==> src/rtl/pll_seq_ctrl_if.sv <==
// Control-pin bundle between pll_seq_ctrl (master) and the avsdpll_1v8 macro / SoC clock mux side (slave).
interface pll_seq_ctrl_if;
  logic       pll_req;
  logic [3:0] cfg_b;
  logic [7:0] exp_cnt;
  logic       fb_tgl;
  logic       enb_cp;
  logic       enb_vco;
  logic [3:0] b;
  logic       clk_sel;
  logic       locked;
  logic       fault;
  logic [2:0] state;

  modport master (
    input  pll_req, cfg_b, exp_cnt, fb_tgl,
    output enb_cp, enb_vco, b, clk_sel, locked, fault, state
  );

  modport slave (
    output pll_req, cfg_b, exp_cnt, fb_tgl,
    input  enb_cp, enb_vco, b, clk_sel, locked, fault, state
  );
endinterface

==> src/rtl/pll_seq_ctrl.sv <==
// Power-up and lock sequencer for the avsdpll_1v8 PLL: enables, divider latch, lock qualification, clock select.
// Optional build macro PLL_CTRL_MONITOR_EN keeps measuring while LOCKED and falls back to SETTLE on loss of lock.
module pll_seq_ctrl #(
  parameter int SETTLE_CYCLES = 1024,
  parameter int WIN_CYCLES    = 256,
  parameter int TOL           = 2,
  parameter int MAX_RETRY     = 3
) (
  input  logic           ref_clk,
  input  logic           porb,
  pll_seq_ctrl_if.master pll
);
  localparam int CP_CYCLES = 16;
  localparam int CYC_SW    = (SETTLE_CYCLES > WIN_CYCLES) ? SETTLE_CYCLES : WIN_CYCLES;
  localparam int CYC_MAX   = (CYC_SW > CP_CYCLES) ? CYC_SW : CP_CYCLES;
  localparam int CW        = $clog2(CYC_MAX);
  localparam int RW        = $clog2(MAX_RETRY + 1);

  typedef enum logic [2:0] {
    OFF     = 3'd0,
    CP_ON   = 3'd1,
    VCO_ON  = 3'd2,
    SETTLE  = 3'd3,
    MEASURE = 3'd4,
    LOCKED  = 3'd5,
    FAULT   = 3'd6
  } state_t;

  state_t        state, state_nxt;
  logic [CW-1:0] cyc, cyc_nxt;
  logic [7:0]    edge_cnt, edge_nxt, cnt_upd;
  logic [RW-1:0] retry, retry_nxt;
  logic [3:0]    b_q, b_nxt;
  logic          win_end, in_tol;
  logic          fb_s1_p0, fb_s2_p1, fb_s3_p2, fb_rise;
  logic          enb_cp_q, enb_vco_q, clk_sel_q, locked_q, fault_q;

  function automatic logic [7:0] sat_inc(input logic [7:0] v, input logic inc);
    if (inc && (v != 8'hFF)) return v + 8'd1;
    return v;
  endfunction

  function automatic logic within_tol(input logic [7:0] cnt, input logic [7:0] exp_v);
    logic signed [8:0] d;
    d = $signed({1'b0, cnt}) - $signed({1'b0, exp_v});
    if (d[8]) d = -d;
    return (d <= $signed(9'(TOL)));
  endfunction

  // Stage p0/p1: two-flop synchronizer for the clk_pll-domain toggle; p2: edge-detect history
  always_ff @(posedge ref_clk or negedge porb) begin
    if (!porb) begin
      fb_s1_p0 <= 1'b0;
      fb_s2_p1 <= 1'b0;
      fb_s3_p2 <= 1'b0;
    end else begin
      fb_s1_p0 <= pll.fb_tgl;
      fb_s2_p1 <= fb_s1_p0;
      fb_s3_p2 <= fb_s2_p1;
    end
  end

  assign fb_rise = fb_s2_p1 & ~fb_s3_p2;

  always_ff @(posedge ref_clk or negedge porb) begin
    if (!porb) state <= OFF;
    else       state <= state_nxt;
  end

  always_comb begin
    state_nxt = state;
    cyc_nxt   = '0;
    edge_nxt  = edge_cnt;
    retry_nxt = retry;
    b_nxt     = b_q;
    cnt_upd   = sat_inc(edge_cnt, fb_rise);
    win_end   = (cyc == CW'(WIN_CYCLES - 1));
    // The edge seen in the final window cycle is folded in before judging the window
    in_tol    = within_tol(cnt_upd, pll.exp_cnt);
    case (state)
      OFF: begin
        if (pll.pll_req) begin
          state_nxt = CP_ON;
          b_nxt     = pll.cfg_b;
          retry_nxt = '0;
        end
      end
      CP_ON: begin
        if (cyc == CW'(CP_CYCLES - 1)) state_nxt = VCO_ON;
        else                           cyc_nxt   = cyc + CW'(1);
      end
      VCO_ON: state_nxt = SETTLE;
      SETTLE: begin
        if (cyc == CW'(SETTLE_CYCLES - 1)) begin
          state_nxt = MEASURE;
          edge_nxt  = '0;
        end else begin
          cyc_nxt = cyc + CW'(1);
        end
      end
      MEASURE: begin
        if (win_end) begin
          edge_nxt = '0;
          if (in_tol) begin
            state_nxt = LOCKED;
          end else begin
            retry_nxt = retry + RW'(1);
            state_nxt = (retry_nxt == RW'(MAX_RETRY)) ? FAULT : SETTLE;
          end
        end else begin
          edge_nxt = cnt_upd;
          cyc_nxt  = cyc + CW'(1);
        end
      end
      LOCKED: begin
`ifdef PLL_CTRL_MONITOR_EN
        if (win_end) begin
          edge_nxt = '0;
          if (!in_tol) begin
            state_nxt = SETTLE;
            retry_nxt = '0;
          end
        end else begin
          edge_nxt = cnt_upd;
          cyc_nxt  = cyc + CW'(1);
        end
`else
        cyc_nxt = cyc;
`endif
      end
      FAULT: ;
      default: state_nxt = OFF;
    endcase
    // Dropping the request is a one-cycle shutdown from anywhere
    if (!pll.pll_req) state_nxt = OFF;
  end

  always_ff @(posedge ref_clk or negedge porb) begin
    if (!porb) begin
      cyc      <= '0;
      edge_cnt <= '0;
      retry    <= '0;
      b_q      <= '0;
    end else begin
      cyc      <= cyc_nxt;
      edge_cnt <= edge_nxt;
      retry    <= retry_nxt;
      b_q      <= b_nxt;
    end
  end

  // Outputs are registered from the next state so they line up with the state register
  always_ff @(posedge ref_clk or negedge porb) begin
    if (!porb) begin
      enb_cp_q  <= 1'b1;
      enb_vco_q <= 1'b1;
      clk_sel_q <= 1'b0;
      locked_q  <= 1'b0;
      fault_q   <= 1'b0;
    end else begin
      enb_cp_q  <= !(state_nxt inside {CP_ON, VCO_ON, SETTLE, MEASURE, LOCKED});
      enb_vco_q <= !(state_nxt inside {VCO_ON, SETTLE, MEASURE, LOCKED});
      clk_sel_q <= (state_nxt == LOCKED);
      locked_q  <= (state_nxt == LOCKED);
      fault_q   <= (state_nxt == FAULT);
    end
  end

  assign pll.enb_cp  = enb_cp_q;
  assign pll.enb_vco = enb_vco_q;
  assign pll.b       = b_q;
  assign pll.clk_sel = clk_sel_q;
  assign pll.locked  = locked_q;
  assign pll.fault   = fault_q;
  assign pll.state   = state;
endmodule

==> src/flat_wrapper.sv <==
// flat-port wrapper written by rule: the top's interface ports become plain ports
module pll_seq_ctrl_flat 
#(
  parameter int SETTLE_CYCLES = 1024,
  parameter int WIN_CYCLES    = 256,
  parameter int TOL           = 2,
  parameter int MAX_RETRY     = 3
)
  (ref_clk, porb, pll_pll_req, pll_cfg_b, pll_exp_cnt, pll_fb_tgl, pll_enb_cp, pll_enb_vco, pll_b, pll_clk_sel, pll_locked, pll_fault, pll_state);
  pll_seq_ctrl_if pll_i ();
  input  logic ref_clk;
  input  logic porb;
  input wire logic [$bits(pll_i.pll_req)-1:0] pll_pll_req;
  input wire logic [$bits(pll_i.cfg_b)-1:0] pll_cfg_b;
  input wire logic [$bits(pll_i.exp_cnt)-1:0] pll_exp_cnt;
  input wire logic [$bits(pll_i.fb_tgl)-1:0] pll_fb_tgl;
  output wire logic [$bits(pll_i.enb_cp)-1:0] pll_enb_cp;
  output wire logic [$bits(pll_i.enb_vco)-1:0] pll_enb_vco;
  output wire logic [$bits(pll_i.b)-1:0] pll_b;
  output wire logic [$bits(pll_i.clk_sel)-1:0] pll_clk_sel;
  output wire logic [$bits(pll_i.locked)-1:0] pll_locked;
  output wire logic [$bits(pll_i.fault)-1:0] pll_fault;
  output wire logic [$bits(pll_i.state)-1:0] pll_state;
  assign pll_i.pll_req = pll_pll_req;
  assign pll_i.cfg_b = pll_cfg_b;
  assign pll_i.exp_cnt = pll_exp_cnt;
  assign pll_i.fb_tgl = pll_fb_tgl;
  assign pll_enb_cp = pll_i.enb_cp;
  assign pll_enb_vco = pll_i.enb_vco;
  assign pll_b = pll_i.b;
  assign pll_clk_sel = pll_i.clk_sel;
  assign pll_locked = pll_i.locked;
  assign pll_fault = pll_i.fault;
  assign pll_state = pll_i.state;
  pll_seq_ctrl #(.SETTLE_CYCLES(SETTLE_CYCLES), .WIN_CYCLES(WIN_CYCLES), .TOL(TOL), .MAX_RETRY(MAX_RETRY)) u_core (.ref_clk(ref_clk), .porb(porb), .pll(pll_i));
endmodule
==> config.mk <==
export PLATFORM = sky130hd
export DESIGN_NAME = pll_seq_ctrl_flat
export DESIGN_NICKNAME = d
export VERILOG_FILES = /design/src/rtl/pll_seq_ctrl_if.sv /design/src/rtl/pll_seq_ctrl.sv /design/src/flat_wrapper.sv
export SDC_FILE = /design/constraint.sdc
export NUM_CORES = 1
export LEC_CHECK = 0
export CORE_ASPECT_RATIO = 1.4
export CORE_UTILIZATION = 51
export DETAILED_ROUTE_END_ITERATION = 8
export GPL_TIMING_DRIVEN = 0
export MAX_ROUTING_LAYER = met4
export PLACE_DENSITY = 0.76
export RECOVER_POWER = 100
export SYNTH_ARGS = -nofsm -noshare
export SYNTH_HDL_FRONTEND = slang
export SYNTH_SLANG_ARGS = --single-unit
==> constraint.sdc <==
create_clock -name ref_clk -period 4 [get_ports ref_clk]
set_input_delay 0.4 -clock ref_clk [delete_from_list [all_inputs] [get_ports ref_clk]]
set_output_delay 0.4 -clock ref_clk [all_outputs]
set_load 0.01 [all_outputs]
-- Word-level counts from Yosys, hierarchy flattened
Cells that the tools add are included.
- logic and storage cells: 75
- bits in registers: 34
- output and inout port bits: 12
- input port bits: 16
- order comparisons: 1
- bitwise operators: 2
- reductions and logical operators: 12
- add/subtract/negate cells: 5
- equality and inequality tests: 21
- muxes and demuxes: 22
- operator list (kind ; number):
    10-bit one-hot mux with 4 select lines ; 1
    8-bit two-way mux ; 4
    10-bit two-way mux ; 3
    3-bit == test (second input constant) ; 6
    3-bit two-way mux ; 6
    3-bit one-hot mux with 6 select lines ; 1
    8-bit one-hot mux with 2 select lines ; 1
    3-bit by 2-bit == test with 1-bit output (second input constant) ; 4
    10-bit by 1-bit adder with 10-bit output (second input constant) ; 1
    10-bit == test (second input constant) ; 1
    10-bit by 4-bit == test with 1-bit output (second input constant) ; 1
    10-bit by 8-bit == test with 1-bit output (second input constant) ; 1
    9-bit by 3-bit <= comparator with 1-bit output (second input constant) ; 1
    9-bit two-way mux ; 1
    9-bit negator ; 1
    8-bit by 8-bit subtractor with 9-bit output ; 1
    8-bit by 1-bit adder with 8-bit output (second input constant) ; 1
    8-bit != test (second input constant) ; 1
    3-bit by 1-bit == test with 1-bit output (second input constant) ; 2
    2-bit two-way mux ; 3
    5-bit nonzero test ; 1
    2-bit by 1-bit != test with 1-bit output (second input constant) ; 2
    2-bit != test (second input constant) ; 2
    2-bit one-hot mux with 2 select lines ; 1
    other kinds (13) ; 16

-- Logic depth before layout (Yosys ltp)
- word-level depth: 16
- depth in mapped cells: 17
- mapped depth without buffers: 17

-- Worst setup path after synthesis
OpenSTA, ideal clock, no wires.
- path type: register to register
- start: reg u_core.edge_cnt[0]
- end: reg u_core.retry[1]
- data required time: 3.875 ns
- stages on the path, launching flop included: 17
- library setup time: 0.125 ns
- slack: -0.035 ns
- period minus slack after synthesis: 4.035 ns
- path buffers: 0
- arrival time: 3.911 ns
- cell sequence: dfrtp_1 -> ha_1 -> nand3_1 -> nor2_1 -> nor2_1 -> mux2i_1 -> inv_1 -> ha_1 -> and2b_1 -> o21a_1 -> o21a_1 -> a211o_1 -> a2111o_1 -> a32oi_4 -> a21oi_4 -> nor2_2 -> mux2_4
- word-level cells in the longest chain between the ends: 10
- elaborated cells between the ends (all ways): 12
- classes of those cells: add/sub: 3; order compare: 1; eq/ne: 2; mux: 4; reduce/logical: 2
- ends and longest elaborated chain (item ; RTL line ; source):
    from (decl) ; pll_seq_ctrl.sv:31 ; logic [7:0] edge_cnt, edge_nxt, cnt_upd;
    from (signal assigned) ; pll_seq_ctrl.sv:146 ; edge_cnt <= edge_nxt;
    parallel branches: the longest is 3 deep, another holds 8-bit by 1-bit adder with 8-bit output ; n/a ;
    8-bit two-way mux (*) ; pll_seq_ctrl.sv:40 ; return v;
    8-bit by 8-bit subtractor with 9-bit output (*) ; pll_seq_ctrl.sv:45 ; d = $signed({1'b0, cnt}) - $signed({1'b0, exp_v});
    9-bit negator ; pll_seq_ctrl.sv:46 ; if (d[8]) d = -d;
    9-bit two-way mux (*) ; pll_seq_ctrl.sv:46 ;
    9-bit by 3-bit <= comparator with 1-bit output (*) ; pll_seq_ctrl.sv:47 ; return (d <= $signed(9'(TOL)));
    2-bit != test (no source line) (*) ; n/a ;
    4-bit AND reduction (no source line) (*) ; n/a ;
    to (signal assigned) ; pll_seq_ctrl.sv:147 ; retry <= retry_nxt;
    to (decl) ; pll_seq_ctrl.sv:32 ; logic [RW-1:0] retry, retry_nxt;
Mark *: on every way between the ends. The select of a mux whose other input is x is not followed.
A chain may end at the register's enable or synchronous reset.

-- Worst setup path in the final report
- start: reg u_core.edge_cnt[0]
- end: reg u_core.enb_vco_q, in the netlist u_core.pll.enb_vco
- word-level cells in the longest chain between the ends: 15
- elaborated cells between the ends (all ways): 20
- classes of those cells: add/sub: 3; order compare: 1; eq/ne: 5; mux: 8; reduce/logical: 3
- ends and longest elaborated chain (item ; RTL line ; source):
    parallel branches: the longest is 3 deep, another holds 8-bit by 1-bit adder with 8-bit output ; n/a ;
    8-bit two-way mux (*) ; pll_seq_ctrl.sv:40 ;
    8-bit by 8-bit subtractor with 9-bit output (*) ; pll_seq_ctrl.sv:45 ;
    9-bit negator ; pll_seq_ctrl.sv:46 ;
    9-bit two-way mux (*) ; pll_seq_ctrl.sv:46 ;
    9-bit by 3-bit <= comparator with 1-bit output (*) ; pll_seq_ctrl.sv:47 ;
    3-bit two-way mux (*) ; pll_seq_ctrl.sv:104 ; if (in_tol) begin
    3-bit two-way mux (*) ; pll_seq_ctrl.sv:102 ; if (win_end) begin
    3-bit one-hot mux with 6 select lines (*) ; pll_seq_ctrl.sv:80 ; case (state)
    3-bit two-way mux (*) ; pll_seq_ctrl.sv:135 ; if (!pll.pll_req) state_nxt = OFF;
    3-bit by 2-bit == test with 1-bit output / 3-bit == test (equally long branches) ; pll_seq_ctrl.sv:162 ; enb_vco_q <= !(state_nxt inside {VCO_ON, SETTLE, MEASURE, LOCKED});
    4-bit nonzero test (*) ; pll_seq_ctrl.sv:162 ;
    1-bit logical NOT (*) ; pll_seq_ctrl.sv:162 ;
    to (signal assigned) ; pll_seq_ctrl.sv:162 ;
    to (decl) ; pll_seq_ctrl.sv:36 ; logic enb_cp_q, enb_vco_q, clk_sel_q, locked_q, fault_q;
Marked as above.

==> impl_metrics.tcl <==
set metrics [dict create \
    status "finished with violations" \
    violations "max-capacitance violations, max-slew violations, negative setup slack" \
    start_kind "flop" \
    wl_met1_um 2665 \
    grt_pass1_wl_um 10310 \
    routedWlPerCell_um 16.62 \
    routed_wl_um 6848 \
    rows 29 \
    critPathMaxFanout 6 \
    place_ws_ns -0.3616 \
    start_util_pct 54.28 \
    fillers 359 \
    wl_met2_um 3785 \
    clk_latency_ns 0.28 \
    seq_area_um2 855.8 \
    path_class "flop to flop" \
    ys_warn_count 0 \
    worstSetupEndpointType "flop" \
    core_mm2 0.004644 \
    rsz0062_at_grt "true" \
    maxSlewViolCount 35 \
    diodes 0 \
    hold_viol 0 \
    placed_cell_area_mm2 0.002867 \
    ys.flop_type "dfrtp_1" \
    cp_data_arrival_time_ns 4.30 \
    drive_gt1_share_pct 27.71 \
    cts_tree "yes" \
    maxCapViolations 1 \
    setup-violations-final 5 \
    cts-root-buf "clkbuf_8" \
    clock_skew_ns 0.004850 \
    dp.cells 379 \
    holdBufCountCts 0 \
    required_ns 4.20 \
    period_share_pct 102.4 \
    top_layer_used "met4" \
    async_flop_share_pct 100.0 \
    design.die.area_mm2 0.005232 \
    antenna_left 0 \
    ir_drop_v 0.0002202 \
    worst_pin_slew_ns 1.731 \
    drtIter0Drc 139 \
    via_per_inst 5.973 \
    portBuffers 27 \
    syn_nets 318 \
    clkSinkCount 34 \
    final_cells 412 \
    clkTransAtPathRegs_ns 0.07 \
    grt_max_degree 35 \
    place.gp.congestion 0.8542 \
    synth_top_area_share_pct 31.76 \
    wl_met3_um 231 \
    synth.top_cells.by_count "dfrtp_1 (32), nand2_1 (30), nor2_1 (26)" \
    ys_types 61 \
    yosysMostFrequentCell "dfrtp_1" \
    multi_input_area_mm2 0.001842 \
    ys_seq_area_share_pct 33.85 \
    fp.dieW_um 61.42 \
    synth_area_mm2 0.002521 \
    synth_area_leaders "dfrtp_1 (32%), ha_1 (5.5%), o21ai_0 (4.6%), nand2_1 (4.5%), nor2_1 (3.9%)" \
    cts_max_level 2 \
    place_hpwl_um 4330 \
    powerDensity_mw_per_mm2 222.1 \
    hp-class "flop to flop" \
    grt_pass1_vias 2390 \
    drc 0 \
    drtPass1Iterations 4 \
    grt_antenna_before_repair 0 \
    grt_overflow 0 \
    avgSynthCellArea_um2 8.694 \
    p_leak_nw 1.478 \
    stdcell_area_mm2 0.003471 \
    area.growth.synth_to_final_pct 37.67 \
    top_level_ports 28 \
    vias 2461 \
    setup_slack_ns -0.09700 \
    yosysTopAreaCell "dfrtp_1" \
    relSlewSlack_pct -15.43 \
    total_power_mw 0.7708 \
    die_h_um 85.19 \
    numCtsBuffers 5 \
    final_nets 377 \
    cts.path.max_buffers 2 \
    synth_edf_count 0 \
    post-route-min-period_ns 4.097 \
    synth-seq-cells 34 \
    clock.fmax_mhz 244.1 \
    grt.total_usage_pct 27.09 \
    synthCells 290 \
]
## flip-flops by register name (all words and copies together), names as in the netlist, 2 cells and up
name	cells
u_core.cyc	10
u_core.edge_cnt	8
u_core.pll.b	4
u_core.pll.state	3
u_core.retry	2
## power breakdown
group          total, mW  switching, mW  internal (mW)
Sequential         0.362        0.00707          0.355
Combinational      0.150         0.0767         0.0730
Clock              0.259          0.120          0.139
## critical path, stage by stage (launching register included)
cell,delay [ns]
dfrtp_1,0.42
ha_4,0.20
nand3_4,0.08
nor2_4,0.04
nor2_4,0.21
nand4_1,0.22
nor2_1,0.22
xor2_1,0.35
ha_4,0.26
nand2_2,0.08
a211o_1,0.34
a21oi_4,0.22
nor4_1,0.09
o31ai_1,0.25
nand4_1,0.21
buf_4,0.21
a41oi_4,0.25
buf_4,0.15
o21a_1,0.11
o21ai_0,0.08
## path summary, 6_finish.rpt
| kind | cells after the start | endpoint | slack [ns] | from |
|---|---|---|---|---|
| min in group asynchronous | 1 | u_core.cyc[2] | 0.56 | porb |
| worst max register to register | 19 | u_core.pll.enb_vco | -0.1 | u_core.edge_cnt[0] |
| worst min register to register | 0 | u_core.fb_s2_p1 | 0.36 | u_core.fb_s1_p0 |
| worst min-delay path | 0 | u_core.fb_s2_p1 | 0.36 | u_core.fb_s1_p0 |
| max in group asynchronous | 1 | u_core.edge_cnt[4] | 2.31 | porb |
| worst max-delay path | 19 | u_core.pll.enb_vco | -0.1 | u_core.edge_cnt[0] |
## cells by family after synthesis
group           Yosys count  share of synthesized area [%]
buf+inv                  30                          4.913
xor+xnor                  8                          2.779
fa+ha+maj                12                          6.253
compound gates           79                          24.17
mux                      11                          4.863
simple gates            116                          23.18
flops                    34                          33.85
## metrics by stage
stage	hold WS (ns)	setup TNS, ns	utilization, %
finish	0.3564	-0.2188	74.73
global route	0.3632	-1.170	74.73
CTS	0.1988	0	66.27
detailed placement	0.3379	-1.670	61.72
global placement	0.3339	-1.276	61.83
floorplan	0.1044	0	-
## final cells by class
cell class              count  area share [%]
clock inverters             1          0.1442
inverters                  18           1.947
multi-input cells         226           53.06
well taps                  62           2.235
clock buffers               7           2.487
repair buffers             56           14.46
plain buffers               8           1.009
flip-flops and latches     34           24.66
## timing repair
item                       CTS  global route
setup endpoints to repair    9             9
pin swaps                    6            31
resized for setup           13            49
cloned                       0             0
buffers inserted             9            19
## metal layers
layer / up-vias / track usage [%]
met4: 0 / 13.33
met3: 15 / 2.744
met1: 1199 / 28.39
met2: 81 / 48.32
li1: 1166 / -
met5: - / -
## cells in the final DEF (no fill, tap or decap), types with 6 or more instances in the layout
cell type	n
nor2_1	22
ha_4	6
buf_4	25
nor3_1	9
clkbuf_8	6
a21oi_1	8
nand2_1	30
dfrtp_1	30
nand2b_1	6
clkbuf_1	9
o21ai_0	21
o31ai_1	6
clkdlybuf4s50_1	13
inv_1	17
a32o_1	6
dlygate4sd3_1	13
mux2_2	6
nand3_1	11
No activity file was read; power rests on OpenSTA's default activity.
